[config.mk]
export PLATFORM = sky130hd
export DESIGN_NAME = md_unit_flat
export DESIGN_NICKNAME = d
export VERILOG_FILES = /design/src/rtl/md_pkg.sv /design/src/rtl/md_unit_if.sv /design/src/rtl/md_result_fix.sv /design/src/rtl/md_unit.sv /design/src/flat_wrapper.sv
export SDC_FILE = /design/constraint.sdc
export NUM_CORES = 1
export LEC_CHECK = 0
export CORE_ASPECT_RATIO = 0.9
export CORE_MARGIN = 2
export CORE_UTILIZATION = 40
export DETAILED_ROUTE_END_ITERATION = 6
export PLACE_DENSITY = 0.66
export SYNTH_ARGS = -nofsm -noshare
export SYNTH_HDL_FRONTEND = slang
export SYNTH_SLANG_ARGS = --single-unit
[constraint.sdc]
create_clock -name clk -period 20.5 [get_ports clk]
set_input_delay 4.1 -clock clk [delete_from_list [all_inputs] [get_ports clk]]
set_output_delay 4.1 -clock clk [all_outputs]
set_load 0.005 [all_outputs]
[src/rtl/md_pkg.sv]
// rtl/md_pkg.sv - shared opcode/state types and iteration constants for the multiply/divide unit
package md_pkg;

  localparam int MD_ITER  = 32;
  localparam int MD_CNT_W = 5;

  typedef enum logic [3:0] {
    MD_MUL    = 4'b1000,
    MD_MULH   = 4'b1001,
    MD_MULHSU = 4'b1010,
    MD_MULHU  = 4'b1011,
    MD_DIV    = 4'b1100,
    MD_DIVU   = 4'b1101,
    MD_REM    = 4'b1110,
    MD_REMU   = 4'b1111
  } md_op_e;

  typedef enum logic [1:0] {
    IDLE = 2'd0,
    CALC = 2'd1,
    DONE = 2'd2
  } md_state_e;

endpackage

[src/rtl/md_unit_if.sv]
// rtl/md_unit_if.sv - request/response/flush channel between execute stage and md_unit
interface md_unit_if #(parameter int WIDTH = 32);

  logic             req_valid;
  logic             req_ready;
  logic [3:0]       req_op;
  logic [WIDTH-1:0] req_a;
  logic [WIDTH-1:0] req_b;
  logic             flush;
  logic             resp_valid;
  logic             resp_ready;
  logic [WIDTH-1:0] resp_data;

  modport master (
    output req_valid, req_op, req_a, req_b, flush, resp_ready,
    input  req_ready, resp_valid, resp_data
  );

  modport slave (
    input  req_valid, req_op, req_a, req_b, flush, resp_ready,
    output req_ready, resp_valid, resp_data
  );

endinterface

[src/rtl/md_result_fix.sv]
// rtl/md_result_fix.sv - applies sign correction to magnitude results and selects the op's result
module md_result_fix
  import md_pkg::*;
#(
  parameter int WIDTH = 32
) (
  input  md_op_e             i_op,
  input  logic [2*WIDTH-1:0] i_prod,
  input  logic [WIDTH-1:0]   i_quot,
  input  logic [WIDTH-1:0]   i_rem,
  input  logic               i_sign_a,
  input  logic               i_sign_b,
  output logic [WIDTH-1:0]   o_result
);

  logic [2*WIDTH-1:0] w_prod_fix;
  logic [WIDTH-1:0]   w_quot_fix;
  logic [WIDTH-1:0]   w_rem_fix;

  // Remainder follows the dividend; product and quotient follow the sign product.
  always_comb begin
    w_prod_fix = (i_sign_a ^ i_sign_b) ? -i_prod : i_prod;
    w_quot_fix = (i_sign_a ^ i_sign_b) ? -i_quot : i_quot;
    w_rem_fix  = i_sign_a ? -i_rem : i_rem;
    o_result   = w_rem_fix;
    case (i_op)
      MD_MUL:                        o_result = w_prod_fix[WIDTH-1:0];
      MD_MULH, MD_MULHSU, MD_MULHU:  o_result = w_prod_fix[2*WIDTH-1:WIDTH];
      MD_DIV, MD_DIVU:               o_result = w_quot_fix;
      default:                       o_result = w_rem_fix;
    endcase
  end

endmodule

[src/rtl/md_unit.sv]
// rtl/md_unit.sv - iterative RV32M multiply/divide unit with shared shift/add-subtract datapath
module md_unit
  import md_pkg::*;
#(
  parameter int WIDTH = 32
) (
  input  logic     clk,
  input  logic     rst,
  md_unit_if.slave bus
);

  md_state_e             r_state;
  md_op_e                r_op;
  logic [MD_CNT_W-1:0]   r_cnt;
  logic [WIDTH-1:0]      r_acc;
  logic [WIDTH-1:0]      r_lo;
  logic [WIDTH-1:0]      r_mcand;
  logic [WIDTH-1:0]      r_resp_data;
  logic                  r_sign_a;
  logic                  r_sign_b;

  md_op_e                w_in_op;
  logic                  w_accept;
  logic                  w_a_signed;
  logic                  w_b_signed;
  logic                  w_sa;
  logic                  w_sb;
  logic [WIDTH-1:0]      w_a_mag;
  logic [WIDTH-1:0]      w_b_mag;
  logic                  w_in_div;
  logic                  w_div_zero;
  logic                  w_div_ovf;

  assign w_in_op    = md_op_e'(bus.req_op);
  assign w_accept   = (r_state == IDLE) && bus.req_valid && bus.req_op[3];
  assign w_a_signed = (w_in_op == MD_MUL) || (w_in_op == MD_MULH) || (w_in_op == MD_MULHSU) ||
                      (w_in_op == MD_DIV) || (w_in_op == MD_REM);
  assign w_b_signed = (w_in_op == MD_MUL) || (w_in_op == MD_MULH) ||
                      (w_in_op == MD_DIV) || (w_in_op == MD_REM);
  assign w_sa       = w_a_signed & bus.req_a[WIDTH-1];
  assign w_sb       = w_b_signed & bus.req_b[WIDTH-1];
  assign w_a_mag    = w_sa ? -bus.req_a : bus.req_a;
  assign w_b_mag    = w_sb ? -bus.req_b : bus.req_b;
  assign w_in_div   = bus.req_op[2];
  assign w_div_zero = w_in_div && (bus.req_b == '0);
  assign w_div_ovf  = ((w_in_op == MD_DIV) || (w_in_op == MD_REM)) &&
                      (bus.req_a == {1'b1, {(WIDTH-1){1'b0}}}) && (bus.req_b == '1);

  // One adder: accumulate for multiply, trial-subtract (a + ~b + 1) for divide.
  logic                  w_div;
  logic [WIDTH:0]        w_shift;
  logic [WIDTH:0]        w_opa;
  logic [WIDTH:0]        w_opb;
  logic [WIDTH:0]        w_sum;
  logic [WIDTH-1:0]      w_acc_nxt;
  logic [WIDTH-1:0]      w_lo_nxt;
  logic [WIDTH-1:0]      w_result;

  assign w_div     = r_op[2];
  assign w_shift   = {r_acc, r_lo[WIDTH-1]};
  assign w_opa     = w_div ? w_shift : {1'b0, r_acc};
  assign w_opb     = w_div ? ~{1'b0, r_mcand} : (r_lo[0] ? {1'b0, r_mcand} : '0);
  assign w_sum     = w_opa + w_opb + {{WIDTH{1'b0}}, w_div};
  assign w_acc_nxt = w_div ? (w_sum[WIDTH] ? w_shift[WIDTH-1:0] : w_sum[WIDTH-1:0])
                           : w_sum[WIDTH:1];
  assign w_lo_nxt  = w_div ? {r_lo[WIDTH-2:0], ~w_sum[WIDTH]}
                           : {w_sum[0], r_lo[WIDTH-1:1]};

  md_result_fix #(.WIDTH(WIDTH)) u_fix (
    .i_op     (r_op),
    .i_prod   ({w_acc_nxt, w_lo_nxt}),
    .i_quot   (w_lo_nxt),
    .i_rem    (w_acc_nxt),
    .i_sign_a (r_sign_a),
    .i_sign_b (r_sign_b),
    .o_result (w_result)
  );

  always_ff @(posedge clk) begin
    if (rst) begin
      r_state     <= IDLE;
      r_op        <= MD_MUL;
      r_cnt       <= '0;
      r_acc       <= '0;
      r_lo        <= '0;
      r_mcand     <= '0;
      r_resp_data <= '0;
      r_sign_a    <= 1'b0;
      r_sign_b    <= 1'b0;
    end else if (bus.flush) begin
      r_state <= IDLE;
      r_cnt   <= '0;
    end else begin
      case (r_state)
        IDLE: begin
          if (w_accept) begin
            r_op     <= w_in_op;
            r_sign_a <= w_sa;
            r_sign_b <= w_sb;
            r_acc    <= '0;
            r_cnt    <= MD_CNT_W'(MD_ITER - 1);
            // Multiply shifts the multiplier (b) out of r_lo; divide shifts the dividend (a) out.
            r_lo     <= w_in_div ? w_a_mag : w_b_mag;
            r_mcand  <= w_in_div ? w_b_mag : w_a_mag;
            if (w_div_zero) begin
              r_resp_data <= bus.req_op[1] ? bus.req_a : '1;
              r_state     <= DONE;
            end else if (w_div_ovf) begin
              r_resp_data <= bus.req_op[1] ? '0 : {1'b1, {(WIDTH-1){1'b0}}};
              r_state     <= DONE;
            end else begin
              r_state <= CALC;
            end
          end
        end
        CALC: begin
          r_acc <= w_acc_nxt;
          r_lo  <= w_lo_nxt;
          r_cnt <= r_cnt - MD_CNT_W'(1);
          if (r_cnt == '0) begin
            r_resp_data <= w_result;
            r_state     <= DONE;
          end
        end
        DONE: begin
          if (bus.resp_ready) r_state <= IDLE;
        end
        default: r_state <= IDLE;
      endcase
    end
  end

  assign bus.req_ready  = (r_state == IDLE);
  assign bus.resp_valid = (r_state == DONE);
  assign bus.resp_data  = r_resp_data;

endmodule

[src/flat_wrapper.sv]
// flat-port wrapper written by rule: the top's interface ports become plain ports
module md_unit_flat import md_pkg::*;
#(
  parameter int WIDTH = 32
)
  (clk, rst, bus_req_valid, bus_req_op, bus_req_a, bus_req_b, bus_flush, bus_resp_ready, bus_req_ready, bus_resp_valid, bus_resp_data);
  md_unit_if #(.WIDTH(WIDTH)) bus_i ();
  input  logic clk;
  input  logic rst;
  input wire logic [$bits(bus_i.req_valid)-1:0] bus_req_valid;
  input wire logic [$bits(bus_i.req_op)-1:0] bus_req_op;
  input wire logic [$bits(bus_i.req_a)-1:0] bus_req_a;
  input wire logic [$bits(bus_i.req_b)-1:0] bus_req_b;
  input wire logic [$bits(bus_i.flush)-1:0] bus_flush;
  input wire logic [$bits(bus_i.resp_ready)-1:0] bus_resp_ready;
  output wire logic [$bits(bus_i.req_ready)-1:0] bus_req_ready;
  output wire logic [$bits(bus_i.resp_valid)-1:0] bus_resp_valid;
  output wire logic [$bits(bus_i.resp_data)-1:0] bus_resp_data;
  assign bus_i.req_valid = bus_req_valid;
  assign bus_i.req_op = bus_req_op;
  assign bus_i.req_a = bus_req_a;
  assign bus_i.req_b = bus_req_b;
  assign bus_i.flush = bus_flush;
  assign bus_i.resp_ready = bus_resp_ready;
  assign bus_req_ready = bus_i.req_ready;
  assign bus_resp_valid = bus_i.resp_valid;
  assign bus_resp_data = bus_i.resp_data;
  md_unit #(.WIDTH(WIDTH)) u_core (.clk(clk), .rst(rst), .bus(bus_i));
endmodule
==> metrics, run 1 <==
CP required=20780 ps; P&R area growth vs syn=12.1%; Initial Utilization=40.7%; Finish-stage setup viols=0; post-DP HPWL=47000 um; Cells after Synth=2140; clock transition at the registers of the reported paths=60 ps; Die Y=186 um; CP cell instances=clkdlybuf4s50_1 > inv_1 > ha_1 > nand3_1 > or4_1 > or2_1 > or3_1 > nor4_1 > nand2_1 > o211a_1 > or4_1 > a221o_1 > a221oi_1 > a2111oi_0; crit path max fanout=31; synth warn=0; Post-DP Area=16000 sq um; Pwr per Cell Area=52.0 nW/um^2; Min Hold Slack=463 ps; arrival time of the worst setup path=9060 ps; Slew @ Worst Pin=1260 ps; row cnt=66; Max-slew headroom=15.7%; CTS tree=yes; Die W=207 um; setup_tns=0 ps; Post-CTS Hold Buffers=0; # port buffers=106; most frequent cells in the layout=294 x nor2_1, 236 x nand2_1, 180 x a21oi_1; total core area=36300 sq um; number of antenna violations at the first check in global routing=1; Final Hold Viols=0; fin nets=2237; grt ovf=0; GR Util All Layers=31.3%; RSZ-0062 raised after global routing=false; H-tree Lvls=4; die area=38600 sq um; Slowest Stage Delay on Critical Path=970 ps; Total Power=0.864 mW; layout cells sized above 1=6.51%; Mapped Avg Cell Area=6.92 sq um; global-route wire length before repair=92500 um; number of synthesized flops with an enable pin=0; Seq/Total Area, Yosys=19.1%; WP buf/inv=2; CTS buffer count=17; commonest non-fill, non-tap cell in the layout=nor2_1; number of global-route vias before repair=14930; Peak VDD IR=0.0530 mV; GPL Wtd Cong=0.966; worst skew pair latency=450 ps; Clock Sinks=141; period utilization=42.9%; CP Capture Type=flop; Yosys reg bits=141; ys flop type=dfxtp_1; drt wl/cell=23.5 um; Reg2Reg Setup Slack=12280 ps; Synth Cell Area=14800 sq um; startpoint types=input pin; final wirelength=61300 um; Netlist cell types=94; DRT Pass-1 Iters=6; Post-Syn Nets=2254; clock buffer depth=2; crit path kind=in2reg; Max Freq=0.114 GHz; cell family with most CP delay=simple AND/OR/NAND/NOR gates; max-slew violations=0; postcts setup bufs=0; Post-Layout Inst Area=16600 sq um; Hold Crit Class=reg2reg; # diodes=0; initial detailed-routing violation count=2365; worst clock skew=11.9 ps; Pleak=5.76 nW; minimum clock period=8790 ps; IO Pins=107; detailed-route via count=16752; # DRC=0; Max Cap Viol=0; status=finished clean; CTS root buf=clkbuf_16; post_cts resized=0; cell mode on critical path=or4_1; Vias/cell=6.41; asr flop ratio synth=0%; pin count of the biggest net entering global routing=88; Antenna Nets Post-Route=0; CP max stage cell=or4_1
## metal layers
metal  vias to the layer above  global-route usage, %  part of all wire [%]  routed length [um]
met2                       998                   45.8                    42               25900
met4                         0                   10.8                   3.6                2200
li1                       7778                      -                     -                   -
met3                       110                   6.48                    12                7060
met5                         -                      0                     0                   0
met1                      7866                   45.2                    43               26100
## cells in the mapped netlist (5+ instances only)
master	count	area share [%]
nor2_1	297	7.5
nand2_1	237	6.0
a21oi_1	180	6.1
o21ai_0	142	4.8
dfxtp_1	141	19
clkbuf_1	126	3.2
xnor2_1	105	6.2
nor3_1	75	2.5
xor2_1	53	3.1
o211ai_1	51	2.6
a211oi_1	50	2.5
mux2i_1	48	3.2
inv_1	42	1.1
ha_1	39	3.3
mux2_2	39	3.0
a31oi_1	35	1.5
nand3_1	34	1.1
a22oi_1	32	1.6
nand2b_1	28	1.2
or3_1	27	1.1
nand4_1	24	1.0
nor4_1	24	1.0
buf_1	19	0.48
o31ai_1	17	0.86
a311oi_1	15	0.89
a21o_1	14	0.71
o221ai_1	14	0.83
o311a_1	14	0.95
buf_2	13	0.44
and2_1	12	0.51
and3_1	12	0.51
a221oi_1	11	0.65
o21ai_1	11	0.37
or2_2	10	0.42
nor2b_1	9	0.38
o21a_1	9	0.46
or4_1	9	0.46
o211a_1	7	0.47
o22ai_1	7	0.30
a211o_1	6	0.36
nor3b_1	6	0.30
o2111ai_1	6	0.36
o41ai_1	6	0.36
nand3b_1	5	0.25
## worst paths after layout
| path | startpoint | endpoint | cells after the start |
|---|---|---|---|
| max | bus_req_a[0] | u_core.bus.resp_data[8]$_SDFFE_PP0P_ | 14 |
| min | u_core.r_mcand[29]$_SDFFE_PP0P_ | u_core.r_mcand[29]$_SDFFE_PP0P_ | 2 |
| max reg2reg | u_core.r_op[2]$_SDFFE_PP0P_ | u_core.bus.resp_data[14]$_SDFFE_PP0P_ | 23 |
| min reg2reg | u_core.r_mcand[29]$_SDFFE_PP0P_ | u_core.r_mcand[29]$_SDFFE_PP0P_ | 2 |
## sequential cells by signal, indices dropped and copies added (netlist names)
name / count
u_core.bus.resp_data: 32
u_core.r_acc: 32
u_core.r_cnt: 5
u_core.r_lo: 32
u_core.r_mcand: 32
u_core.r_op: 4
u_core.r_sign_a: 1
u_core.r_sign_b: 1
u_core.r_state: 2
## worst min-delay path, stage by stage (launching register included)
cell and delay (ps):
dfxtp_1 310, nand2_1 50, a21oi_1 50
## where the power goes
part	internal [mW]	switching, mW	total (mW)
clock	0.198	0.134	0.332
sequential	0.282	0.00943	0.292
combinational	0.0790	0.161	0.240
total	0.560	0.304	0.864
## logic make-up after synthesis
family / synth area share (%)
and+or+nand+nor: 25.9
AOI/OAI and AO/OA: 30.0
buffers and inverters: 5.64
xor gates and xnor gates: 9.54
DFF: 19.1
muxes: 6.31
adders and majority gates: 3.57
## per-stage QoR
step                      util, %  instances  worst slack, ps
after floorplan                 -       2140            12360
after global placement       44.0       2580            11550
after detailed placement     44.0       2580            11390
after CTS                    45.7       2612            11840
after global routing         45.7       2612            11290
final                        45.7       2612            11710
## layout make-up
type                       count  area, sq um
fill                        3743        19700
multi-input combinational   1792        11200
sequential                   141         2830
timing repair buffer         129         1230
tap                          476          596
clock buffer                  23          468
inverter                      42          158
clock inverter                 9          135
No activity file was read; power rests on OpenSTA's default activity.
==> inputs of run 2 (changes only) <==
PLACE_DENSITY = 0.68   (was 0.66)
clock period = 7.4 ns   (was 20.5 ns; I/O delays follow)
==> run 2 against run 1 <==
- sequential share of layout area shrank 0.20 points
- critical path depth grew 10
- first-iteration DRC count shrank 4.5%
- clock power grew to 2.6 times the previous value
- utilization grew 0.54 points
- cell count grew 1.1%
- via count grew 1.1%
- die area is the same
- power grew to 2.7 times the previous value
- non-clock buffer count grew 28
- sequential power grew to 2.8 times the previous value
- wire length grew 2.3%
- critical path type is now reg2reg
- highest routed layer is now met5
==> metrics, run 2 (same netlist as run 1, synthesis figures left out) <==
postcts setup bufs=0 (unchanged); Die W=207 um (unchanged); Post-CTS Hold Buffers=0 (unchanged); total core area=36300 sq um (unchanged); CTS root buf=clkbuf_16; startpoint types=flop; status=finished clean; crit path kind=reg2reg; arrival time of the worst setup path=7080 ps (-1980 ps); Max-slew headroom=30.9% (+15 points); CTS tree=yes; detailed-route via count=16932 (+1.1%); period utilization=91.1%; GPL Wtd Cong=1.00 (+3.9%); CP required=7740 ps (-13040 ps); Clock Sinks=141 (unchanged); Total Power=2.34 mW (+170%); final wirelength=62700 um (+2.3%); Hold Crit Class=reg2reg; CP max stage cell=buf_4; Antenna Nets Post-Route=0 (unchanged); setup_tns=0 ps (unchanged); P&R area growth vs syn=13.5%; GR Util All Layers=31.9% (+0.55 points); WP buf/inv=3 (+1); cell family with most CP delay=simple AND/OR/NAND/NOR gates; worst skew pair latency=460 ps (about the same); Fillers=3720 (-0.61%); Peak VDD IR=0.119 mV (+130%); clock buffer depth=2 (unchanged); commonest non-fill, non-tap cell in the layout=nor2_1; H-tree Lvls=4 (unchanged); Max Freq=0.148 GHz; global-route wire length before repair=93500 um (+1.1%); Vias/cell=6.41 (about the same); pin count of the biggest net entering global routing=93 (+5.7%); most frequent cells in the layout=294 x nor2_1, 237 x nand2_1, 180 x a21oi_1; Max Cap Viol=0 (unchanged); Pwr per Cell Area=139 nW/um^2 (+170%); # port buffers=106 (unchanged); fin nets=2265 (+1.3%); # DRC=0 (unchanged); drt wl/cell=23.7 um (+1.2%); grt ovf=0 (unchanged); layout cells sized above 1=7.86% (+1.3 points); Initial Utilization=40.7% (unchanged); post_cts resized=0 (unchanged); RSZ-0062 raised after global routing=false; row cnt=66 (unchanged); CP cell instances=buf_4 > mux2_2 > fa_1 > inv_1 > fa_1 > nand2b_1 > a21o_1 > a21oi_2 > a211oi_4 > o21a_1 > o211ai_1 > inv_1 > ha_1 > nand3_1 > nor4_1 > nand2_1 > nor2_1 > nand2_1 > nor2_2 > nand3_1 > nor2_1 > mux2_2 > a221oi_1 > o22ai_1; Slowest Stage Delay on Critical Path=590 ps (-380 ps); Finish-stage setup viols=0 (unchanged); Slew @ Worst Pin=1040 ps (-224 ps); minimum clock period=6740 ps; die area=38600 sq um (unchanged); initial detailed-routing violation count=2258 (-4.5%); number of global-route vias before repair=15133 (+1.4%); Die Y=186 um (unchanged); CTS buffer count=17 (unchanged); Pleak=5.90 nW (+2.4%); number of antenna violations at the first check in global routing=2 (+1); Final Hold Viols=0 (unchanged); clock transition at the registers of the reported paths=70 ps (about the same); DRT Pass-1 Iters=6 (unchanged); worst clock skew=13.3 ps (+1.36 ps); Reg area=2830 sq um (unchanged); max-slew violations=0 (unchanged); CP Capture Type=flop; post-DP HPWL=48200 um (+2.7%); Multi-input gate area=11200 sq um (about the same); IO Pins=107 (unchanged); crit path max fanout=58 (+87%)
-- run 2: power by group --
group          internal, mW  switching, mW  total (mW)
clock network         0.449          0.404       0.853
logic                 0.227          0.449       0.676
registers             0.782         0.0274       0.809
total                  1.46          0.881        2.34
-- run 2: worst paths after layout --
kind                                               from                               endpoint  slack, ps  cells past startpoint
setup / recovery            u_core.r_op[2]$_SDFFE_PP0P_  u_core.bus.resp_data[28]$_SDFFE_PP0P_        660                     24
hold / removal    u_core.bus.resp_data[17]$_SDFFE_PP0P_  u_core.bus.resp_data[17]$_SDFFE_PP0P_        460                      2
setup reg to reg            u_core.r_op[2]$_SDFFE_PP0P_  u_core.bus.resp_data[28]$_SDFFE_PP0P_        660                     24
hold reg to reg   u_core.bus.resp_data[17]$_SDFFE_PP0P_  u_core.bus.resp_data[17]$_SDFFE_PP0P_        460                      2
-- run 2: cell type report --
type                            instances  share of cell area, %
Multi-Input combinational cell       1792                   66.6
Sequential cell                       141                   16.8
Timing Repair Buffer                  157                   8.70
Tap cell                              476                   3.55
Clock buffer                           18                   2.61
Inverter                               42                  0.939
Clock inverter                         14                  0.752
Antenna cell                            1                 0.0149
-- run 2: worst min-delay path, stage by stage, from the launching register on --
cell	delay, ps
dfxtp_1	310
nand3_1	60
o21ai_1	50
-- run 2: stage by stage --
| stage | std cells | cell area, sq um | utilization (%) | hold WS [ps] | worst slack, ps |
|---|---|---|---|---|---|
| floorplan | 2140 | 14800 | - | 438 | 96.1 |
| global placement | 2608 | 16200 | 44.7 | 453 | 1020 |
| detailed placement | 2608 | 16200 | 44.7 | 457 | 872 |
| CTS | 2640 | 16800 | 46.2 | 466 | 835 |
| global route | 2640 | 16800 | 46.2 | 481 | 165 |
| finish | 2641 | 16800 | 46.2 | 464 | 656 |
-- run 2: routing by layer --
layer	wire length (um)	global-route usage [%]	vias to the layer above
met1	26600	45.0	7991
met2	26400	46.6	962
met3	6980	7.44	141
met5	14	0	-
li1	-	-	7836
met4	2630	12.1	2
